## src/rtl/alu_pkg.sv

```systemverilog
// Shared constants and types for the execute-stage ALU issue sequencer.
package alu_pkg;

    // ALU_control encodings understood by the ALU
    localparam logic [3:0] ALU_AND = 4'b0000;
    localparam logic [3:0] ALU_OR  = 4'b0001;
    localparam logic [3:0] ALU_ADD = 4'b0010;
    localparam logic [3:0] ALU_SUB = 4'b0110;

    // Major opcodes (instruction[6:0])
    localparam logic [6:0] OP_R      = 7'b0110011;
    localparam logic [6:0] OP_I      = 7'b0010011;
    localparam logic [6:0] OP_LOAD   = 7'b0000011;
    localparam logic [6:0] OP_STORE  = 7'b0100011;
    localparam logic [6:0] OP_BRANCH = 7'b1100011;

    // funct3 values (instruction[14:12])
    localparam logic [2:0] F3_ADD = 3'b000;
    localparam logic [2:0] F3_AND = 3'b111;
    localparam logic [2:0] F3_OR  = 3'b110;
    localparam logic [2:0] F3_BEQ = 3'b000;
    localparam logic [2:0] F3_BNE = 3'b001;

    // Sequencer states
    typedef enum logic [1:0] {
        IDLE = 2'd0,
        EXEC = 2'd1,
        DONE = 2'd2
    } state_t;

    // How the zero flag turns into a branch decision
    typedef enum logic [1:0] {
        BR_NONE = 2'd0,
        BR_EQ   = 2'd1,
        BR_NE   = 2'd2
    } br_kind_t;

endpackage

```

## src/rtl/alu_op_decode.sv

```systemverilog
// Combinational decode of opcode/funct3/funct7_5 into ALU control, operand-B
// source, branch kind and an illegal flag. Illegal encodings always decode to
// ADD with no branch so nothing downstream can act on them.
module alu_op_decode
    import alu_pkg::*;
(
    input  logic [6:0] opcode_i,
    input  logic [2:0] funct3_i,
    input  logic       funct7_5_i,
    output logic [3:0] alu_ctrl_o,
    output logic       src2_is_imm_o,
    output br_kind_t   br_kind_o,
    output logic       illegal_o
);

    // Opcode/funct decode table, safe defaults first
    always_comb begin
        alu_ctrl_o    = ALU_ADD;
        src2_is_imm_o = 1'b0;
        br_kind_o     = BR_NONE;
        illegal_o     = 1'b0;
        case (opcode_i)
            OP_R: begin
                case (funct3_i)
                    F3_ADD:  alu_ctrl_o = funct7_5_i ? ALU_SUB : ALU_ADD;
                    F3_AND:  alu_ctrl_o = ALU_AND;
                    F3_OR:   alu_ctrl_o = ALU_OR;
                    default: illegal_o  = 1'b1;
                endcase
            end
            OP_I: begin
                src2_is_imm_o = 1'b1;
                // funct7_5 is part of the immediate here, so it is not decoded
                case (funct3_i)
                    F3_ADD:  alu_ctrl_o = ALU_ADD;
                    F3_AND:  alu_ctrl_o = ALU_AND;
                    F3_OR:   alu_ctrl_o = ALU_OR;
                    default: illegal_o  = 1'b1;
                endcase
            end
            OP_LOAD, OP_STORE: begin
                src2_is_imm_o = 1'b1;
                alu_ctrl_o    = ALU_ADD;
            end
            OP_BRANCH: begin
                case (funct3_i)
                    F3_BEQ: begin
                        alu_ctrl_o = ALU_SUB;
                        br_kind_o  = BR_EQ;
                    end
                    F3_BNE: begin
                        alu_ctrl_o = ALU_SUB;
                        br_kind_o  = BR_NE;
                    end
                    default: illegal_o = 1'b1;
                endcase
            end
            default: illegal_o = 1'b1;
        endcase
    end

endmodule

```

## src/rtl/alu_issue_ctrl.sv

```systemverilog
// Execute-stage sequencer owning the ALU input side.
// Handshakes: a transfer happens on a rising edge where valid and ready are
// both high; in_ready is high only in IDLE, out_valid only in DONE, and once
// out_valid rises it and all result outputs stay stable until out_ready.
module alu_issue_ctrl
    import alu_pkg::*;
#(
    parameter int XLEN   = 32,
    parameter int CTRL_W = 4
) (
    input  logic              clk,
    input  logic              rst_n,
    input  logic              in_valid,
    output logic              in_ready,
    input  logic [6:0]        opcode,
    input  logic [2:0]        funct3,
    input  logic              funct7_5,
    input  logic [XLEN-1:0]   rs1_val,
    input  logic [XLEN-1:0]   rs2_val,
    input  logic [XLEN-1:0]   imm,
    output logic [XLEN-1:0]   rs1_data,
    output logic [XLEN-1:0]   source2_data,
    output logic [CTRL_W-1:0] ALU_control,
    input  logic [XLEN-1:0]   ALU_result,
    input  logic              zero,
    output logic              out_valid,
    input  logic              out_ready,
    output logic [XLEN-1:0]   result,
    output logic              branch_taken,
    output logic              illegal,
    output logic [1:0]        dbg_state_o
);

    state_t          state_q, state_d;
    logic            accept, capture;

    logic [3:0]      dec_ctrl;
    logic            dec_src2_imm;
    br_kind_t        dec_br_kind;
    logic            dec_illegal;

    logic [XLEN-1:0]   rs1_data_q, src2_q, result_q;
    logic [XLEN-1:0]   src2_d, result_d;
    logic [CTRL_W-1:0] ctrl_q;
    br_kind_t          br_kind_q;
    logic              illegal_q, taken_q, taken_d;

    alu_op_decode u_decode (
        .opcode_i      (opcode),
        .funct3_i      (funct3),
        .funct7_5_i    (funct7_5),
        .alu_ctrl_o    (dec_ctrl),
        .src2_is_imm_o (dec_src2_imm),
        .br_kind_o     (dec_br_kind),
        .illegal_o     (dec_illegal)
    );

    // State register
    always_ff @(posedge clk or negedge rst_n) begin
        if (!rst_n) state_q <= IDLE;
        else        state_q <= state_d;
    end

    // Next state, handshake outputs and register-load strobes
    always_comb begin
        state_d   = state_q;
        in_ready  = 1'b0;
        out_valid = 1'b0;
        accept    = 1'b0;
        capture   = 1'b0;
        case (state_q)
            IDLE: begin
                in_ready = 1'b1;
                if (in_valid) begin
                    accept  = 1'b1;
                    state_d = EXEC;
                end
            end
            EXEC: begin
                capture = 1'b1;
                state_d = DONE;
            end
            DONE: begin
                out_valid = 1'b1;
                if (out_ready) state_d = IDLE;
            end
            default: state_d = IDLE;
        endcase
    end

    // Operand-B select and EXEC-cycle result/branch evaluation
    always_comb begin
        src2_d   = dec_src2_imm ? imm : rs2_val;
        result_d = illegal_q ? '0 : ALU_result;
        case (br_kind_q)
            BR_EQ:   taken_d = zero;
            BR_NE:   taken_d = !zero;
            default: taken_d = 1'b0;
        endcase
        if (illegal_q) taken_d = 1'b0;
    end

    // ALU-facing registers load on accept and persist until the next accept;
    // result registers load only in EXEC so DONE outputs never move
    always_ff @(posedge clk or negedge rst_n) begin
        if (!rst_n) begin
            rs1_data_q <= '0;
            src2_q     <= '0;
            ctrl_q     <= CTRL_W'(ALU_ADD);
            br_kind_q  <= BR_NONE;
            illegal_q  <= 1'b0;
            result_q   <= '0;
            taken_q    <= 1'b0;
        end else begin
            if (accept) begin
                rs1_data_q <= rs1_val;
                src2_q     <= src2_d;
                ctrl_q     <= CTRL_W'(dec_ctrl);
                br_kind_q  <= dec_br_kind;
                illegal_q  <= dec_illegal;
            end
            if (capture) begin
                result_q <= result_d;
                taken_q  <= taken_d;
            end
        end
    end

    assign rs1_data     = rs1_data_q;
    assign source2_data = src2_q;
    assign ALU_control  = ctrl_q;
    assign result       = result_q;
    assign branch_taken = taken_q;
    assign illegal      = illegal_q;
    assign dbg_state_o  = state_q;

endmodule

```

## config.mk

```make
export PLATFORM = sky130hd
export DESIGN_NAME = alu_issue_ctrl
export DESIGN_NICKNAME = d
export VERILOG_FILES = /design/src/rtl/alu_pkg.sv /design/src/rtl/alu_op_decode.sv /design/src/rtl/alu_issue_ctrl.sv
export SDC_FILE = /design/constraint.sdc
export NUM_CORES = 1
export LEC_CHECK = 0
export ABC_AREA = 1
export CELL_PAD_IN_SITES_DETAIL_PLACEMENT = 0
export CELL_PAD_IN_SITES_GLOBAL_PLACEMENT = 1
export CORE_MARGIN = 3
export CORE_UTILIZATION = 27
export CTS_CLUSTER_SIZE = 16
export DETAILED_ROUTE_END_ITERATION = 6
export PLACE_DENSITY_LB_ADDON = 0.1
export SYNTH_ARGS = -nofsm -noshare
export SYNTH_HDL_FRONTEND = slang
export SYNTH_SLANG_ARGS = --single-unit
```

## constraint.sdc

```tcl
create_clock -name clk -period 1.5 [get_ports clk]
set_input_delay 0.15 -clock clk [delete_from_list [all_inputs] [get_ports clk]]
set_output_delay 0.15 -clock clk [all_outputs]
set_load 0.02 [all_outputs]
```

Yosys cells after proc, flatten, opt, wreduce, memory -nomap -nowiden
Cells that the tools add are included.

word-level totals
  word-level logic and storage cells = 54
  memories = 0
  register bits after elaboration = 106
  bits in writable memories = 0
  ROM bits = 0
  bits in latches = 0

operators by class
  $mul = 0
  eq/ne operators = 14
  divide/modulo/power cells = 0
  reduce and logical (&&, ||, !) cells = 9
  muxes and demuxes = 23
  bitwise operators = 0
  $lt $le $gt $ge = 0
  add/subtract/negate cells = 0
  shift-type cells = 0

operator list
  kind                                                              number
  32-bit 2-to-1 mux                                                 2
  4-bit one-hot mux with 3 select lines                             2
  7-bit by 6-bit == test with 1-bit output (second input constant)  2
  1-bit 2-to-1 mux                                                  9
  2-bit one-hot mux with 2 select lines                             2
  7-bit by 2-bit == test with 1-bit output (second input constant)  1
  7-bit by 5-bit == test with 1-bit output (second input constant)  1
  7-bit == test (second input constant)                             1
  3-bit == test (second input constant)                             2
  2-bit 2-to-1 mux                                                  3
  3-bit 2-to-1 mux                                                  2
  2-bit one-hot mux with 3 select lines                             1
  2-bit OR reduction                                                3
  3-bit OR reduction                                                2
  2-bit by 1-bit == test with 1-bit output (second input constant)  2
  2-bit == test (second input constant)                             2
  2-bit inequality test (second input constant)                     2
  3-bit by 1-bit == test with 1-bit output (second input constant)  1
  3-bit logical NOT                                                 1
  1-bit one-hot mux with 3 select lines                             1
  2-bit logical NOT                                                 1
  1-bit one-hot mux with 2 select lines                             1
  2-bit AND reduction                                               1
  1-bit logical NOT                                                 1

Logic depth before layout (Yosys ltp)
  word-level depth = 4
  mapped depth = 8

Modules after synthesis
From an unflattened synthesis, not the netlist that was laid out.

second synthesis, totals
  cell total of the unflattened synthesis = 594
  area, all modules = 4669.5 µm²

by module, submodules not included
  module          area an instance (µm²)  times used  cells each  sequential area each (µm²)
  alu_issue_ctrl  4481.8                  1           558         2653.8
  alu_op_decode   187.7                   1           36          0.0

Worst setup path after synthesis
No wires, ideal clock.

  kind = register to register
  from = register state_q[0], in the netlist dbg_state_o[0]
  to = register illegal_q, in the netlist illegal
  buffers on the path = 1
  library setup time = 113 ps
  arrival = 1227 ps
  path slack = 160 ps
  cell stages (with the launch flop) = 8
  cell sequence = dfrtp_1 nor2_4 nand2_4 buf_2 nor2_1 nand3_1 nand2_1 inv_1

between the ends
  longest elaborated chain between the ends = 2

ends and longest elaborated chain
  item                    line                   RTL
  from (decl)             alu_issue_ctrl.sv:34   state_t state_q, state_d;
  from (signal assigned)  alu_issue_ctrl.sv:61   else state_q <= state_d;
  2-bit logical NOT       alu_issue_ctrl.sv:71   case (state_q)
  1-bit 2-to-1 mux        alu_issue_ctrl.sv:71
  to (signal assigned)    alu_issue_ctrl.sv:120  illegal_q <= dec_illegal;
  to (decl)               alu_issue_ctrl.sv:46   logic illegal_q, taken_q, taken_d;

Every way passes these cells.
A chain may end at the register's enable or synchronous reset.

Worst setup path after layout
  from = register rs1_data_q[13], in the netlist rs1_data[13]
  to = output rs1_data[13]

RTL lines
  item                    line                   RTL
  from (decl)             alu_issue_ctrl.sv:42   logic [XLEN-1:0] rs1_data_q, src2_q, result_q;
  from (signal assigned)  alu_issue_ctrl.sv:116  rs1_data_q <= rs1_val;
  to (decl)               alu_issue_ctrl.sv:21   output logic [XLEN-1:0] rs1_data,

No word-level cell between the ends.

==> results_dict.tcl <==
set metrics [dict create \
    cap_viol_max_count 0 \
    crit_type "reg2out" \
    end_kind "output pin" \
    seq_area_frac_synth 0.580 \
    crit_start "rs1_data[13]" \
    initial_utilization 0.280 \
    crit_buf_inv 1 \
    viasPerCell 4.29 \
    arrival_ns 1.33 \
    finalMaxSlewViolations 0 \
    yosys-top-cells-area "dfrtp_1 57%, nand2_1 18%, a22o_1 6.2%" \
    clk_latency_ns 0.35 \
    cp.required_ns 1.35 \
    cp_top_family "buffers and inverters" \
    yosys_register_bits 105 \
    syn-num-nets 663 \
    grt_pass1_vias 4298 \
    ant_nets 0 \
    cp_slowest_cell "clkdlybuf4s50_1" \
    cts.path.max_buffers 2 \
    die_h_um 136 \
    worst_ir_drop_vdd_uv 541 \
    start_kind "flop" \
    synth_cells 519 \
    drt-pass1-iter-count 4 \
    nNetsFinal 914 \
    grt_max_degree 39 \
    cts_buffers 9 \
    cts_setup_buffers 0 \
    fmax_mhz 676 \
    cts_num_sinks 105 \
    cp_max_fo 2 \
    leakage_nw 4.40 \
    tns_ns 0 \
    cts_tree "built" \
    fin_worst_skew_ns 0.00949 \
    drtIter0Drc 152 \
    antenna_cells 0 \
    synth_area_mm2 0.00453 \
    path_cells "clkdlybuf4s50_1" \
    drc 0 \
    ys_types 24 \
    min_period_ns 1.48 \
    dp_hpwl_um 10900 \
    final-instance-count-excl-fill 991 \
    cts-root-buf "clkbuf_16" \
    htreeDepth 3 \
    rows 46 \
    area_growth_pct 70.4 \
    drt-total-wl_um 14600 \
    p_per_area_mw_per_mm2 1580 \
    cts.clk_slew.worst_paths_ns 0.08 \
    cpPeakStageDelay_ns 0.62 \
    hold_class "in2async" \
    avgSynthCellArea_um2 8.73 \
    layout-drive-gt1-share 0.0594 \
    portBuffers 248 \
    core_mm2 0.0162 \
    wl_per_cell_um 14.7 \
    finalSetupViolations 0 \
    dieArea_mm2 0.0184 \
    place_inst 974 \
    ioPinCount 250 \
    yosysWarnings 0 \
    yosys.area.top_type_share 0.575 \
    status "completed" \
    grt_overflow 0 \
    grt_use_total 0.157 \
    gp_congestion 0.778 \
    synth_top_area_cell "dfrtp_1" \
    grt_pass1_wl_um 22800 \
    hold_violations 0 \
    worst_r2r_startpoint "dbg_state_o[0]" \
    fin_crit_sh 0.986 \
    vias 4253 \
    antenna_found_initial 0 \
    fp.dieW_um 136 \
]
## cells in the mapped netlist, drive strengths merged
cell type and count:
dfrtp 104, or2 2, o21ai 36, nand3 7, inv 45, conb 1
clkbuf 3, nor3b 1, dfstp 1, nand2 216, a22o 32, buf 24
nand4 1, and3 1, a21oi 1, nor2 44
## cells by family (layout without fill, tap and decap cells)
| group | Yosys count | in the layout | synth area share |
|---|---|---|---|
| AOI/OAI and AO/OA | 69 | 69 | 0.103 |
| DFF | 105 | 105 | 0.580 |
| buffers and inverters | 72 | 328 | 0.0757 |
| other | 1 | 1 | 0.000828 |
| and+or+nand+nor | 272 | 272 | 0.240 |
## through the flow
step	hold WS (ns)	power, mW	util	area (µm²)	setup slack (ns)
2_1_floorplan	-0.146	7.14	-	4530	0.160
3_3_place_gp	0.0875	10.3	0.455	7350	0.00700
3_5_place_dp	0.0977	10.3	0.455	7350	-0.0139
4_1_cts	0.254	12.5	0.471	7610	0.000590
5_1_grt	0.280	13.0	0.477	7720	-0.00304
6_report	0.254	12.2	0.477	7720	0.0209
## power breakdown
part	internal, mW	total (mW)	switching [mW]
combinational	2.45	5.51	3.07
clock	1.20	2.32	1.12
sequential	3.81	4.34	0.529
total	7.46	12.2	4.72
## flip-flops by register name (all words and copies together), names as in the netlist
name	flops
rs1_data	32
dbg_state_o	2
ALU_control	3
result	32
illegal	1
source2_data	32
br_kind_q	2
branch_taken	1
## final timing paths
path                                         end  slack, ns  cells after the start
worst min register to register      branch_taken       0.48                      2
min in group clk                    rs1_data[16]       0.34                      3
max in group asynchronous           rs1_data[31]       0.70                      3
worst min-delay path                rs1_data[14]       0.25                      2
worst max-delay path                rs1_data[13]       0.02                      1
worst max register to register  source2_data[30]       0.16                      6
## layer usage
metal | routed length, µm | vias to the layer above | part of all wire | GRT usage
li1 | - | 2120 | - | -
met1 | 6280 | 1944 | 0.43 | 0.201
met2 | 6850 | 172 | 0.47 | 0.253
met3 | 1170 | 17 | 0.081 | 0.0461
met4 | 256 | 0 | 0.018 | 0.0577
met5 | 0 | - | 0 | 0
## cells in the final DEF (no fill, tap or decap), types with 2 or more instances in the layout
cell / n
dfrtp_1: 104
nor2_4: 3
nor2_1: 41
buf_4: 10
clkbuf_16: 9
o21ai_1: 32
inv_6: 2
or2_2: 2
o21ai_0: 4
a22o_1: 32
dlymetal6s2s_1: 45
dlygate4sd2_1: 32
nand3_1: 6
buf_12: 9
inv_1: 44
clkdlybuf4s50_1: 168
nand2_1: 214
## layout make-up
| type | count | area, µm² |
|---|---|---|
| Fill cell | 1545 | 8450 |
| Clock buffer | 10 | 239 |
| Multi-Input combinational cell | 342 | 1560 |
| Inverter | 45 | 169 |
| Clock inverter | 6 | 50.0 |
| Tap cell | 216 | 270 |
| Timing Repair Buffer | 267 | 2810 |
| Sequential cell | 105 | 2630 |
## what timing repair did
| item | in CTS | in global routing |
|---|---|---|
| gates resized for setup | 34 | 48 |
| hold endpoints to repair | 21 | 0 |
| hold buffers | 1 | 0 |
| setup endpoints to repair | 34 | 47 |
Power figures use the tool's default switching activity.
